$ cat config.mk
export PLATFORM = sky130hd
export DESIGN_NAME = psum_accum
export DESIGN_NICKNAME = d
export VERILOG_FILES = /design/src/rtl/psum_accum.sv
export SDC_FILE = /design/constraint.sdc
export NUM_CORES = 1
export LEC_CHECK = 0
export BUFFER_PORTS_ARGS = -buffer_cell sky130_fd_sc_hd__buf_2
export CAP_MARGIN = 20
export CORE_AREA = 2 2 178 180
export DETAILED_ROUTE_END_ITERATION = 10
export DIE_AREA = 0 0 180 182
export MAX_ROUTING_LAYER = met4
export PLACE_DENSITY = 0.68
export SYNTH_ARGS = -nofsm -noshare
export SYNTH_HDL_FRONTEND = slang
export SYNTH_SLANG_ARGS = --single-unit
$ cat constraint.sdc
create_clock -name clk -period 3.3 [get_ports clk]
set_input_delay 0.66 -clock clk [delete_from_list [all_inputs] [get_ports clk]]
set_output_delay 0.66 -clock clk [all_outputs]
set_load 0.02 [all_outputs]
$ cat src/rtl/psum_accum.sv
// Per-lane saturating partial-sum accumulator feeding the quantizer.
// Each lane sums NUM_PASS valid beats (or fewer on flush) and emits a registered, one-cycle-valid result.
module psum_accum #(
    parameter int LANES    = 4,
    parameter int IN_W     = 16,
    parameter int ACC_W    = 24,
    parameter int NUM_PASS = 4
) (
    input  logic                   clk,
    input  logic                   rst,
    input  logic [LANES-1:0]       dv_psum,
    input  logic [LANES*IN_W-1:0]  psum,
    input  logic                   flush,
    output logic [LANES-1:0]       dv_acc,
    output logic [LANES*ACC_W-1:0] acc_out,
    output logic [LANES-1:0]       sat,
    output logic [LANES-1:0]       busy
);

    localparam int               CNT_W    = $clog2(NUM_PASS) + 1;
    localparam logic [CNT_W-1:0] LAST_CNT = CNT_W'(NUM_PASS - 1);
    localparam logic [ACC_W-1:0] ACC_MAX  = {1'b0, {(ACC_W-1){1'b1}}};
    localparam logic [ACC_W-1:0] ACC_MIN  = {1'b1, {(ACC_W-1){1'b0}}};

    typedef enum logic {
        IDLE  = 1'b0,
        ACCUM = 1'b1
    } state_e;

    state_e           state_q [LANES];
    state_e           state_d [LANES];
    logic [ACC_W-1:0] acc_q   [LANES];
    logic [ACC_W-1:0] acc_d   [LANES];
    logic [ACC_W-1:0] out_q   [LANES];
    logic [ACC_W-1:0] out_d   [LANES];
    logic [CNT_W-1:0] cnt_q   [LANES];
    logic [CNT_W-1:0] cnt_d   [LANES];
    logic [ACC_W:0]   ext     [LANES];
    logic [ACC_W:0]   sum_w   [LANES];
    logic [ACC_W-1:0] sum     [LANES];
    logic [LANES-1:0] clamp;
    logic [LANES-1:0] sticky_q, sticky_d;
    logic [LANES-1:0] sat_q, sat_d;
    logic [LANES-1:0] dv_q, dv_d;

    // One guard bit above ACC_W exposes overflow: sign and guard disagree exactly when the result does not fit.
    for (genvar i = 0; i < LANES; i++) begin : g_lane
        assign ext[i]   = {{(ACC_W+1-IN_W){psum[i*IN_W+IN_W-1]}}, psum[i*IN_W +: IN_W]};
        assign sum_w[i] = ((state_q[i] == ACCUM) ? {acc_q[i][ACC_W-1], acc_q[i]} : '0) + ext[i];
        assign clamp[i] = sum_w[i][ACC_W] ^ sum_w[i][ACC_W-1];
        assign sum[i]   = !clamp[i] ? sum_w[i][ACC_W-1:0]
                        : (sum_w[i][ACC_W] ? ACC_MIN : ACC_MAX);
        assign acc_out[i*ACC_W +: ACC_W] = out_q[i];
        assign busy[i]  = (state_q[i] == ACCUM);
    end

    assign dv_acc = dv_q;
    assign sat    = sat_q;

    always_comb begin
        // NOTE: every next-state signal gets its hold value first so no path leaves it unassigned (no latches).
        for (int i = 0; i < LANES; i++) begin
            state_d[i]  = state_q[i];
            acc_d[i]    = acc_q[i];
            cnt_d[i]    = cnt_q[i];
            out_d[i]    = out_q[i];
            sticky_d[i] = sticky_q[i];
            sat_d[i]    = sat_q[i];
            dv_d[i]     = 1'b0;

            if (dv_psum[i]) begin
                if (cnt_q[i] == LAST_CNT || flush) begin
                    out_d[i]    = sum[i];
                    sat_d[i]    = sticky_q[i] | clamp[i];
                    dv_d[i]     = 1'b1;
                    acc_d[i]    = '0;
                    cnt_d[i]    = '0;
                    sticky_d[i] = 1'b0;
                    state_d[i]  = IDLE;
                end else begin
                    acc_d[i]    = sum[i];
                    cnt_d[i]    = cnt_q[i] + CNT_W'(1);
                    sticky_d[i] = sticky_q[i] | clamp[i];
                    state_d[i]  = ACCUM;
                end
            end else if (flush && state_q[i] == ACCUM) begin
                out_d[i]    = acc_q[i];
                sat_d[i]    = sticky_q[i];
                dv_d[i]     = 1'b1;
                acc_d[i]    = '0;
                cnt_d[i]    = '0;
                sticky_d[i] = 1'b0;
                state_d[i]  = IDLE;
            end
        end
    end

    // NOTE: state updates use non-blocking assignments so every lane sees pre-edge values.
    always_ff @(posedge clk or negedge rst) begin
        if (!rst) begin
            for (int i = 0; i < LANES; i++) begin
                state_q[i] <= IDLE;
                acc_q[i]   <= '0;
                cnt_q[i]   <= '0;
                out_q[i]   <= '0;
            end
            sticky_q <= '0;
            sat_q    <= '0;
            dv_q     <= '0;
        end else begin
            for (int i = 0; i < LANES; i++) begin
                state_q[i] <= state_d[i];
                acc_q[i]   <= acc_d[i];
                cnt_q[i]   <= cnt_d[i];
                out_q[i]   <= out_d[i];
            end
            sticky_q <= sticky_d;
            sat_q    <= sat_d;
            dv_q     <= dv_d;
        end
    end

endmodule
==> impl_metrics.json, run 1 <==
{
  "reg2reg_to": "acc_out[9]",
  "arrival_ps": 3720,
  "reg2reg_depth": 13,
  "portBuffers": 178,
  "drt-met1-wl_um": 19600,
  "synth_seq_cells": 220,
  "pre_cts_ws_ps": -203,
  "avgViaCountPerCell": 5.80,
  "avgSynthCellArea_um2": 8.51,
  "synth.area.top_cells": "dfrtp_1, ha_1, a21oi_1",
  "cts-root-buf": "clkbuf_16",
  "post-place-cells": 2434,
  "finalNetCount": 2255,
  "pwr-share-comb_pct": 36.0,
  "critPathCapture": "acc_out[9]",
  "die_area_mm2": 0.0328,
  "rows": 65,
  "yosys_warnings": 0,
  "ir_drop_uv": 469,
  "relSlewSlack_pct": 58.2,
  "grt_pass1_vias": 14600,
  "pwr-share-clk_pct": 29.8,
  "cts_buffers": 27,
  "start_kind": "flip-flop",
  "min_period_ps": 3310,
  "cts_sinks": 220,
  "critPathKind": "flip-flop to flip-flop",
  "clkTransAtPathRegs_ps": 60,
  "fillers": 2681,
  "startpoint": "busy[0]",
  "synth_cell_types": 78,
  "syn2layout_area_growth_pct": 26.9,
  "wire_per_inst_um": 17.8,
  "slew_violations": 0,
  "seq_power_share_pct": 34.1,
  "ant_nets": 0,
  "cts-htree-levels": 1,
  "final_cell_area_mm2": 0.0193,
  "met2_length_um": 21400,
  "finalSetupViolCount": 1,
  "antenna_found_initial": 4,
  "cts_buffer_depth": 3,
  "hold_slack_ps": 82.7,
  "synth_top_area_share_pct": 36.3,
  "worst_pin_slew_ps": 625,
  "maxCapViolations": 0,
  "hold_path.class": "primary input to async pin",
  "finalSetupTns_ps": -9.04,
  "grt_max_degree": 72,
  "drt_iter0_markers": 769,
  "top_layer_used": "met4",
  "chipWidth_um": 180,
  "gp_congestion": 0.942,
  "gr-total-overflow": 0,
  "r2r_slack_ps": -9,
  "firstDrtPassIters": 5,
  "finalWorstSetupSlack_ps": -9.04,
  "die_y_um": 182,
  "ys_async_sr_fraction_pct": 100,
  "p_sw_mw": 3.81,
  "total_power_mw": 10.6,
  "synth_edf_count": 0,
  "violations": "negative setup slack",
  "max_freq_mhz": 302,
  "status": "complete, but fails checks",
  "clk_latency_ps": 540,
  "wirelength_um": 44600,
  "drc_errors": 0,
  "dp.final_hpwl_um": 31200,
  "drive_gt1_share_pct": 26.4,
  "final_core_util_pct": 62.2,
  "ios": 179,
  "met3_length_um": 2710,
  "track_usage_pct": 27.3,
  "reg2reg_from": "busy[0]",
  "start_util_pct": 49.0,
  "yosysTopAreaCell": "dfrtp_1",
  "cp_max_fo": 8,
  "min_period_over_period_pct": 100,
  "ctsHoldBuffers": 0,
  "p_sw_share_pct": 35.9,
  "vias": 14500,
  "synth_ff_type": "dfrtp_1",
  "power.density_mw_per_mm2": 551,
  "grt_pass1_wl_um": 72700,
  "syn_nets": 1962,
  "instances_no_fill": 2502,
  "hold_viol_final": 0,
  "synth_cells": 1783,
  "netlist_area_mm2": 0.0152,
  "endpoint_kind": "flip-flop",
  "dpl-instance-area_mm2": 0.0176,
  "skew_ps": 10.7,
  "tritoncts": "done",
  "ys_seq_area_share_pct": 36.3,
  "core_mm2": 0.0310,
  "rsz0062_at_grt": "true",
  "p_leak_nw": 9.20,
  "cp.required_ps": 3710,
  "p_int_mw": 6.80
}
-- registers in the layout (all words and copies together), names as in the netlist --
register / count
sticky_q: 4
acc_out: 96
busy: 4
dv_acc: 4
sat: 4
acc_q: 96
cnt_q: 12
-- kinds of logic (layout without fill, tap and decap cells) --
group / count (synthesis) / after routing / share of synthesized area [%]
xor+xnor: 80 / 80 / 4.62
mux: 7 / 8 / 0.569
other cells: 0 / 4 / 0
flops: 220 / 220 / 36.3
compound gates: 630 / 630 / 25.9
buf+inv: 131 / 443 / 3.73
simple gates: 597 / 597 / 19.2
fa+ha+maj: 118 / 118 / 9.76
-- cell type report --
type                       count  area, um2  share of cell area, %
multi-input combinational   1433       9720                   50.4
sequential                   220       5510                   28.6
timing repair buffer         362       2440                   12.7
clock buffer                  41        838                   4.35
tap                          402        503                   2.61
clock inverter                 8        121                  0.630
inverter                      32        120                  0.624
antenna                        4       10.0                 0.0520
-- layer usage --
layer,track usage [%],up-vias
li1,-,7018
met3,4.45,67
met4,6.86,0
met2,45.2,413
met1,35.0,7023
met5,-,-
-- synthesized netlist by cell type, types with 19 or more instances --
library cell and instances:
or3_1 26, a31oi_1 21, nand3_1 25, o211ai_1 40, a21o_1 47, o21ai_1 38, a21oi_1 184, and3_1 19
and2_1 105, xor2_1 41, xnor2_1 39, ha_1 104, clkbuf_1 76, a22o_1 19, o21ai_0 168, dfrtp_1 220
inv_1 31, nand2_1 213, nor2_1 121, nor3b_1 19
-- timing repair --
item                       4_1_cts  5_1_grt
hold endpoints to repair         0        0
pin swaps                        4       43
setup endpoints to repair       34      189
gates cloned                     1        1
resized for setup                7      122
setup buffers                    1       13
-- worst min path at each step --
stage | cells after the start | startpoint | to
2_1_floorplan | 0 | rst | acc_out[0]
6_report | 1 | rst | acc_q[35]
3_5_place_dp | 2 | cnt_q[5] | cnt_q[5]
3_3_place_gp | 2 | cnt_q[2] | cnt_q[2]
4_1_cts | 1 | rst | acc_out[58]
5_1_grt | 1 | rst | acc_out[59]
-- power groups by stage --
stage,combinational [mW],clock (mW),sequential (mW)
6_report,3.82,3.17,3.62
2_1_floorplan,1.91,0,3.99
3_5_place_dp,3.60,0,3.66
4_1_cts,3.64,3.23,3.62
3_3_place_gp,3.54,0,3.64
5_1_grt,4.19,3.34,3.69
-- worst max-delay path: stages (launching register included) --
cell and delay [ps]:
dfrtp_2 470, and2_4 170, ha_4 160, fa_2 420, a21oi_4 180, o21ai_2 90, a211oi_2 250, o21ai_2 90
a21o_1 190, or3b_4 420, mux2_4 350, nand3_4 140, buf_12 160, o22ai_1 80
-- placed cells by master, fill, tap and decap left out, types with 23 or more instances in the layout --
cell | synthesis | final
nand3_1 | 25 | 23
inv_1 | 31 | 31
o211ai_1 | 40 | 40
nand2_1 | 213 | 209
ha_1 | 104 | 83
buf_2 | 10 | 179
a21o_1 | 47 | 47
a21oi_1 | 184 | 167
o21ai_0 | 168 | 156
o21ai_1 | 38 | 43
nor2_1 | 121 | 115
xor2_1 | 41 | 40
xnor2_1 | 39 | 39
buf_4 | 3 | 163
or3_1 | 26 | 25
and2_1 | 105 | 101
clkbuf_16 | 0 | 27
dfrtp_1 | 220 | 216
(Power assumes the default switching activity.)
==> inputs of run 2 (changes only) <==
Settings changed: CORE_AREA 2 2 178 180 to 2 2 187 189, DIE_AREA 0 0 180 182 to 0 0 189 191, PLACE_DENSITY 0.68 to 0.62.
==> run 2 against run 1 <==
Effect of this change:
- the flow now finishes without violations
- fmax rose by 2.2%
- combinational power rose by 1%
- wire length grew 3.7%
- count of clock-buffer cells in the layout increased by 1
- worst hold slack better by 39 ps
- critical path depth is 1 lower
- sequential cell count unchanged
- worst setup slack better by 72 ps
- critical path type unchanged
- highest routed layer unchanged
==> impl_metrics.json, run 2 (synthesis gave the netlist of run 1 again) <==
{
  "cts-htree-levels": 1,
  "cts_sinks": 220,
  "power.density_mw_per_mm2": 535,
  "start_util_pct": 44.5,
  "die_area_mm2": 0.0361,
  "hold_viol_final": 0,
  "dpl-instance-area_mm2": 0.0177,
  "cp_max_fo": 8,
  "slew_violations": 0,
  "ios": 179,
  "track_usage_pct": 25.6,
  "antenna_found_initial": 1,
  "core_mm2": 0.0341,
  "ant_nets": 0,
  "min_period_ps": 3240,
  "maxCapViolations": 0,
  "hold_path.class": "primary input to async pin",
  "gp_congestion": 0.908,
  "seq_power_share_pct": 35.0,
  "critPathKind": "flip-flop to flip-flop",
  "finalNetCount": 2281,
  "cp.required_ps": 3730,
  "grt_pass1_vias": 14200,
  "p_sw_mw": 3.85,
  "endpoint_kind": "flip-flop",
  "cts-root-buf": "clkbuf_16",
  "pwr-share-clk_pct": 27.8,
  "skew_ps": 12.7,
  "worst_pin_slew_ps": 801,
  "pwr-share-comb_pct": 37.2,
  "cp_slowest_stage_delay_ps": 480,
  "grt_pass1_wl_um": 73500,
  "final_core_util_pct": 56.9,
  "portBuffers": 178,
  "max_freq_mhz": 309,
  "fillers": 3166,
  "p_leak_nw": 9.29,
  "cts_buffers": 27,
  "path_cells": "buf_4, and2_1, ha_1, a21oi_2, a211oi_2, o21bai_1, nand3_1, a221o_2, mux2_4, buf_12, o211ai_1, a21oi_1",
  "chipWidth_um": 189,
  "drc_errors": 0,
  "rows": 68,
  "syn2layout_area_growth_pct": 27.9,
  "final_cell_area_mm2": 0.0194,
  "finalSetupTns_ps": 0,
  "grt_max_degree": 97,
  "die_y_um": 191,
  "relSlewSlack_pct": 46.6,
  "p_sw_share_pct": 37.1,
  "dp.final_hpwl_um": 32600,
  "cts_buffer_depth": 3,
  "finalSetupViolCount": 0,
  "firstDrtPassIters": 5,
  "wire_per_inst_um": 17.9,
  "clkTransAtPathRegs_ps": 60,
  "wirelength_um": 46300,
  "status": "finished clean",
  "final_common_cell": "dfrtp_1",
  "avgViaCountPerCell": 5.69,
  "layout_common_cells": "dfrtp_1, nand2_1, buf_4, buf_2, a21oi_1",
  "rsz0062_at_grt": "true",
  "vias": 14700,
  "drive_gt1_share_pct": 27.5,
  "crit_slowest_cell": "dfrtp_2",
  "drt_iter0_markers": 700,
  "start_kind": "flip-flop",
  "min_period_over_period_pct": 98.1,
  "gr-total-overflow": 0,
  "arrival_ps": 3670,
  "p_int_mw": 6.53,
  "ir_drop_uv": 377,
  "tritoncts": "done",
  "clk_latency_ps": 550
}
-- run 2: cell count changes in the layout (fill, tap and decap cells not counted), sizes merged --
cell      before  now
buf          361  384
bufinv         3    0
clkinv         4    7
diode          4    1
mux2           5    8
clkbuf        42   43
clkinvlp       1    0
-- run 2: power by group through the flow --
stage / clock network, mW / logic [mW] / registers [mW]
final: 2.89 / 3.86 / 3.63
after global routing: 3.05 / 4.24 / 3.70
after CTS: 2.95 / 3.66 / 3.63
after detailed placement: 0 / 3.62 / 3.67
after global placement: 0 / 3.57 / 3.66
after floorplan: 0 / 1.91 / 3.99
-- run 2: layout make-up --
class                           count  area [um2]  share of cell area (%)
Antenna cell                        1        2.50                  0.0129
Clock buffer                       42         812                    4.18
Sequential cell                   220        5510                    28.4
Timing Repair Buffer              385        2590                    13.4
Clock inverter                      7        35.0                   0.180
Multi-Input combinational cell   1436        9770                    50.3
Inverter                           32         120                   0.619
Tap cell                          455         569                    2.93
-- run 2: worst paths after layout --
check	start	endpoint	slack (ps)	cells past startpoint
setup reg to reg	busy[2]	acc_out[62]	60	12
hold / removal	rst	acc_out[58]	120	1
max in group asynchronous	rst	busy[3]	2270	2
min in group clk	sat[1]	sat[1]	480	2
hold reg to reg	sat[1]	sat[1]	480	2
setup / recovery	busy[2]	acc_out[62]	60	12
-- run 2: routing by layer --
metal  GRT usage, %  vias to the layer above  part of all wire, %
li1               -                     7073                    -
met1           33.7                     7102                   45
met2           40.8                      423                   47
met3           3.89                       77                  6.5
met4           7.42                        0                  2.2
met5              -                        -                    0
-- run 2: stage by stage --
step	hold WS (ps)	setup slack [ps]	instances	power [mW]
2_1_floorplan	364	12.1	1783	5.90
3_3_place_gp	462	-143	2508	7.23
3_5_place_dp	471	-212	2508	7.29
4_1_cts	158	7.08	2562	10.2
5_1_grt	188	-46.5	2578	11.0
6_report	121	62.9	2578	10.4
-- run 2: critical path: cells and delay by family, from the launching register on --
kind | cells | cell delay (ps)
adders and majority gates | 1 | 320
AOI/OAI and AO/OA | 6 | 1340
muxes | 1 | 400
DFF | 1 | 480
buffers and inverters | 2 | 340
and+or+nand+nor | 2 | 240
-- run 2: timing repair --
item | CTS | global route
hold buffers | 0 | 0
cloned | 1 | 4
resized for setup | 5 | 130
pin swaps | 3 | 52
setup buffers | 4 | 11
setup endpoints to repair | 68 | 189
